`src/rtl/crc_pkg.sv`:
```
// rtl/crc_pkg.sv - shared types and constants for the CRC-32/MPEG-2 frame sequencer
package crc_pkg;

    typedef enum logic [2:0] {
        IDLE,
        SHIFT,
        EMIT,
        APPEND,
        CLEAR
    } crc_seq_state_t;

    localparam logic [31:0] CRC32_MPEG2_INIT = 32'hFFFF_FFFF;
    localparam logic [31:0] CRC32_MPEG2_POLY = 32'h04C1_1DB7;

endpackage

```
`src/rtl/crc32_mpeg2.sv`:
```
// rtl/crc32_mpeg2.sv - bit-serial CRC-32/MPEG-2 core, MSB-first, synchronous reset to init
module crc32_mpeg2
    import crc_pkg::*;
(
    input  logic        clk,
    input  logic        rst,
    input  logic        data_valid_in,
    input  logic        data_in,
    output logic [31:0] crc_out
);

    logic feedback;

    assign feedback = crc_out[31] ^ data_in;

    always_ff @(posedge clk) begin
        if (rst) begin
            crc_out <= CRC32_MPEG2_INIT;
        end else if (data_valid_in) begin
            crc_out <= {crc_out[30:0], 1'b0} ^ (feedback ? CRC32_MPEG2_POLY : 32'h0);
        end
    end

endmodule

```
`src/rtl/crc32_frame_sequencer.sv`:
```
// rtl/crc32_frame_sequencer.sv - byte-stream front end that serializes payload into the CRC core
// and appends the 4 CRC bytes after the last payload byte of each frame
module crc32_frame_sequencer
    import crc_pkg::*;
#(
    parameter int LEN_W      = 16,
    parameter int CLR_CYCLES = 1
) (
    input  logic             clk_in,
    input  logic             rst_in,
    input  logic [7:0]       s_data,
    input  logic             s_valid,
    input  logic             s_last,
    output logic             s_ready,
    output logic [7:0]       m_data,
    output logic             m_valid,
    output logic             m_last,
    input  logic             m_ready,
    output logic [31:0]      crc_value,
    output logic             crc_done,
    output logic [LEN_W-1:0] frame_len,
    output logic             busy
);

    localparam int CLR_W = (CLR_CYCLES > 1) ? $clog2(CLR_CYCLES) : 1;
    localparam logic [CLR_W-1:0] CLR_LAST = CLR_W'(CLR_CYCLES - 1);

    crc_seq_state_t   state, state_next;
    logic [7:0]       byte_r;
    logic             last_r;
    logic [2:0]       bit_cnt;
    logic [1:0]       idx;
    logic [LEN_W-1:0] len_cnt;
    logic [CLR_W-1:0] clr_cnt;
    logic             clr;
    logic             shift_en;
    logic [31:0]      core_crc;
    logic [7:0]       crc_byte;

    crc32_mpeg2 u_crc (
        .clk           (clk_in),
        .rst           (rst_in | clr),
        .data_valid_in (shift_en),
        .data_in       (byte_r[bit_cnt]),
        .crc_out       (core_crc)
    );

    always_comb begin
        crc_byte = core_crc[31:24];
        case (idx)
            2'd0: crc_byte = core_crc[31:24];
            2'd1: crc_byte = core_crc[23:16];
            2'd2: crc_byte = core_crc[15:8];
            2'd3: crc_byte = core_crc[7:0];
            default: crc_byte = core_crc[31:24];
        endcase
    end

    // s_ready is gated by rst_in so it reads 0 for the whole reset window
    always_comb begin
        state_next = state;
        s_ready    = 1'b0;
        m_valid    = 1'b0;
        m_data     = 8'h00;
        m_last     = 1'b0;
        clr        = 1'b0;
        shift_en   = 1'b0;
        case (state)
            IDLE: begin
                s_ready = !rst_in;
                if (s_valid) begin
                    state_next = SHIFT;
                end
            end
            SHIFT: begin
                shift_en = 1'b1;
                if (bit_cnt == 3'd0) begin
                    state_next = EMIT;
                end
            end
            EMIT: begin
                m_valid = 1'b1;
                m_data  = byte_r;
                if (m_ready) begin
                    state_next = last_r ? APPEND : IDLE;
                end
            end
            APPEND: begin
                m_valid = 1'b1;
                m_data  = crc_byte;
                m_last  = (idx == 2'd3);
                if (m_ready && idx == 2'd3) begin
                    state_next = CLEAR;
                end
            end
            CLEAR: begin
                clr = 1'b1;
                if (clr_cnt == CLR_LAST) begin
                    state_next = IDLE;
                end
            end
            default: state_next = IDLE;
        endcase
    end

    always_ff @(posedge clk_in or posedge rst_in) begin
        if (rst_in) begin
            state     <= IDLE;
            byte_r    <= 8'h00;
            last_r    <= 1'b0;
            bit_cnt   <= 3'd0;
            idx       <= 2'd0;
            len_cnt   <= '0;
            clr_cnt   <= '0;
            crc_value <= 32'h0;
            crc_done  <= 1'b0;
            frame_len <= '0;
        end else begin
            state    <= state_next;
            crc_done <= 1'b0;
            case (state)
                IDLE: begin
                    if (s_valid) begin
                        byte_r  <= s_data;
                        last_r  <= s_last;
                        bit_cnt <= 3'd7;
                        if (len_cnt != {LEN_W{1'b1}}) begin
                            len_cnt <= len_cnt + 1'b1;
                        end
                    end
                end
                SHIFT: begin
                    bit_cnt <= bit_cnt - 3'd1;
                end
                EMIT: begin
                    if (m_ready && last_r) begin
                        idx <= 2'd0;
                    end
                end
                APPEND: begin
                    if (m_ready) begin
                        idx <= idx + 2'd1;
                        if (idx == 2'd3) begin
                            crc_value <= core_crc;
                            frame_len <= len_cnt;
                            crc_done  <= 1'b1;
                        end
                    end
                end
                CLEAR: begin
                    len_cnt <= '0;
                    clr_cnt <= (clr_cnt == CLR_LAST) ? '0 : clr_cnt + 1'b1;
                end
                default: ;
            endcase
        end
    end

    assign busy = (state != IDLE);

endmodule

```
`config.mk`:
```
export PLATFORM = sky130hd
export DESIGN_NAME = crc32_frame_sequencer
export DESIGN_NICKNAME = d
export VERILOG_FILES = /design/src/rtl/crc_pkg.sv /design/src/rtl/crc32_mpeg2.sv /design/src/rtl/crc32_frame_sequencer.sv
export SDC_FILE = /design/constraint.sdc
export NUM_CORES = 1
export LEC_CHECK = 0
export CAP_MARGIN = 20
export CELL_PAD_IN_SITES_DETAIL_PLACEMENT = 0
export CELL_PAD_IN_SITES_GLOBAL_PLACEMENT = 1
export CORE_ASPECT_RATIO = 0.9
export CORE_UTILIZATION = 43
export DETAILED_ROUTE_END_ITERATION = 10
export HOLD_SLACK_MARGIN = 0.03
export PLACE_DENSITY = 0.91
export SLEW_MARGIN = 10
export SYNTH_ARGS = -nofsm -noshare
export SYNTH_HDL_FRONTEND = slang
export SYNTH_SLANG_ARGS = --single-unit
```
`constraint.sdc`:
```
create_clock -name clk_in -period 3.3 [get_ports clk_in]
set_input_delay 0.825 -clock clk_in [delete_from_list [all_inputs] [get_ports clk_in]]
set_output_delay 0.825 -clock clk_in [all_outputs]
set_load 0.05 [all_outputs]
```
==> results.md <==
* Status: complete, no violations
* All-Layer GR Usage at 19.87%
* Drt via density at 5.402
* Type of origin of the critical path: flop
* Final setup viols at 0
* Fill count at 998
* EDFF count, synth at 0
* Synth top area share at 38.67%
* Yosys reg bits at 114
* DRT iter0 DRCs at 311
* # diodes at 0
* Leak at 3.020 nW
* Largest net degree at the start of global routing at 41
* Hold-fix buffers, CTS at 0
* Mapped cell area at 5306 µm²
* Num CTS Buffers at 17
* Row cnt at 38
* Syn_area_per_cell at 10.72 µm²
* Final ANT Viol Nets at 0
* Critical path type: flop to output port
* Routed len/inst at 16.00 µm
* RSZ-0062 raised after global routing: false
* CTS HTree Levels at 4
* Layout cells sized above 1 at 20.59%
* DRT Pass-1 Iters at 8
* Most common cell in the netlist: dfrtp_1
* Hold/Removal Path Class: flop to flop
* Port bufs at 73
* Worst Hold Path Cells at 1
* Async SR Flop Fraction at 71.93%
* Clk sinks at 114
* WHS Endpoint: crc_value[11]
* Worst VDD drop at 0.6280 mV
* Critical-path cell list: ha_1 -> and3_1 -> clkdlybuf4s50_1
* DP HPWL at 8171 µm
* Slew @ Worst Pin at 518.9 ps
* CTS tree: done
* Warnings, synthesis at 0
* Via count at 3987
* Full die area at 12790 µm²
* Worst EP required at 2470 ps
* Initial antenna violation count at 0
* Total gr overflow at 0
* Slew Viols, Final at 0
* Worst Path Arrival at 2340 ps
* Synth Instances at 495
* FF-to-FF End: len_cnt[4]
* Clk root buf: clkbuf_16
* Die H at 107.4 µm
* PwrDens at 1034 nW/µm²
* Maxcap violations at 0
* Slowest-stage cell, CP: clkdlybuf4s50_1
* Post-Route WL at 11810 µm
* Io pins at 74
* Hold path start: crc_value[11]
* Main synth FF type: dfrtp_1
* Clock transition at path regs at 60 ps
* Post-CTS Setup Bufs at 0
* Multi-input logic area at 2397 µm²
* Worst clock skew at 7.470 ps
* Path depth of the worst reg2reg path at 6
* Final Hold Violating Endpoints at 0
* Die width at 119.1 µm
* Worst R2R Setup Slack at 1050 ps
* Combined flip-flop and latch cell area at 2693 µm²
* Crit Path Max Fanout at 13
* Min Tclk post-route at 3170 ps
* Syn-to-layout area delta at 26.86%
* Syn_nets at 515
* Register area share after synthesis at 50.74%
* Setup TNS at 0 ps
* Achievable clock frequency at 315.5 MHz
* Placer Congestion at 0.8761
* Max-slew headroom at 65.30%
* Biggest cell delay along the critical path at 800 ps
* Worst skew pair latency at 410 ps
* CP endpoint kind: output port
* Top cells by area, synth: dfrtp_1, dfxtp_1, mux2_2
* Clock Tree Buf Depth at 2
* Starting Density at 44.11%
* First-pass GRT wire length at 19480 µm
* Synth cell types at 51
* Core Region at 12030 µm²
* Post-Place Worst Slack at 592.3 ps
* Synth top cells by count: dfrtp_1, nand2_1, nor2_1
* Number of global-route vias before repair at 3764
* Area leader, netlist: dfrtp_1
* Final period util at 96.05%
* DRC viols at 0
* Post-route setup slack at 130.4 ps
* Post-CTS resize count at 0
* Nets at 585
* Reg-to-reg critical path startpoint: state[0]
[routing by layer]
layer  routed length (µm)  global-route usage, %  vias to the layer above
met3                  622                  6.356                       17
li1                     -                      -                     1877
met5                    0                      0                        -
met1                 5608                  27.06                     1969
met4                  172                  7.595                        0
met2                 5405                  29.36                      124
[logic make-up after synthesis]
| family | after synthesis | share of synthesized area [%] |
|---|---|---|
| AOI/OAI and AO/OA | 68 | 8.512 |
| xor gates and xnor gates | 34 | 5.612 |
| adders and majority gates | 7 | 1.650 |
| buffers and inverters | 41 | 4.079 |
| DFF | 114 | 50.74 |
| muxes | 69 | 15.49 |
| and+or+nand+nor | 162 | 13.91 |
[sequential cells by signal, indices dropped and copies added (netlist names)]
signal and count:
len_cnt 16, crc_done 1, last_r 1, crc_value 32
byte_r 8, idx 2, state 3, u_crc.crc_out 32
bit_cnt 3, frame_len 16
[worst max-delay path: cells and delay by family, from the launching register on]
family / cells / cell delay [ps]
adders and majority gates: 1 / 460
buffers and inverters: 1 / 800
DFF: 1 / 430
and+or+nand+nor: 1 / 240
[layout by cell type (no fill, tap or decap), drive strengths merged, types with 4 or more instances in the layout]
cell type | synthesis | routed
clkinv | 0 | 4
buf | 13 | 19
clkdlybuf4s50 | 0 | 64
a21oi | 8 | 8
xnor2 | 27 | 27
nor2 | 53 | 53
o2111ai | 4 | 4
ha | 7 | 7
mux2 | 58 | 58
clkbuf | 19 | 17
xor2 | 7 | 7
a222oi | 8 | 8
nor3 | 5 | 5
o211ai | 4 | 4
o21ai | 31 | 31
dfrtp | 82 | 82
and3 | 8 | 8
nand3 | 23 | 23
or3 | 4 | 4
inv | 9 | 15
nand2 | 55 | 55
mux2i | 9 | 9
dfxtp | 32 | 32
[power by group]
| part | switching [mW] | internal (mW) |
|---|---|---|
| clock | 0.703 | 1.13 |
| combinational | 1.74 | 1.21 |
| sequential | 0.408 | 1.77 |
| total | 2.85 | 4.11 |
[worst max-delay path by stage]
stage,startpoint,depth (start not counted),end
after CTS,idx[0],3,m_last
after floorplan,rst_in,1,bit_cnt[0]
after detailed placement,idx[0],3,m_last
after global placement,idx[0],3,m_last
after global routing,idx[0],6,m_data[5]
final,idx[0],3,m_last
[layout make-up]
class	count	share of cell area (%)
flip-flops and latches	114	40.00
multi-input cells	340	35.61
repair buffers	83	12.01
clock buffers	17	6.320
well taps	160	2.974
clock inverters	15	2.528
inverters	9	0.5576
[per-stage QoR]
step	instances	area (µm²)	total power [mW]	hold WS, ps	util, %
after floorplan	495	5306	4.378	469.8	-
after global placement	706	6136	5.011	492.5	51.01
after detailed placement	706	6136	5.125	494.2	51.01
after CTS	738	6731	6.979	506.6	55.96
after global routing	738	6731	7.356	517.5	55.96
final	738	6731	6.961	504.1	55.96
Power figures use the tool's default switching activity.
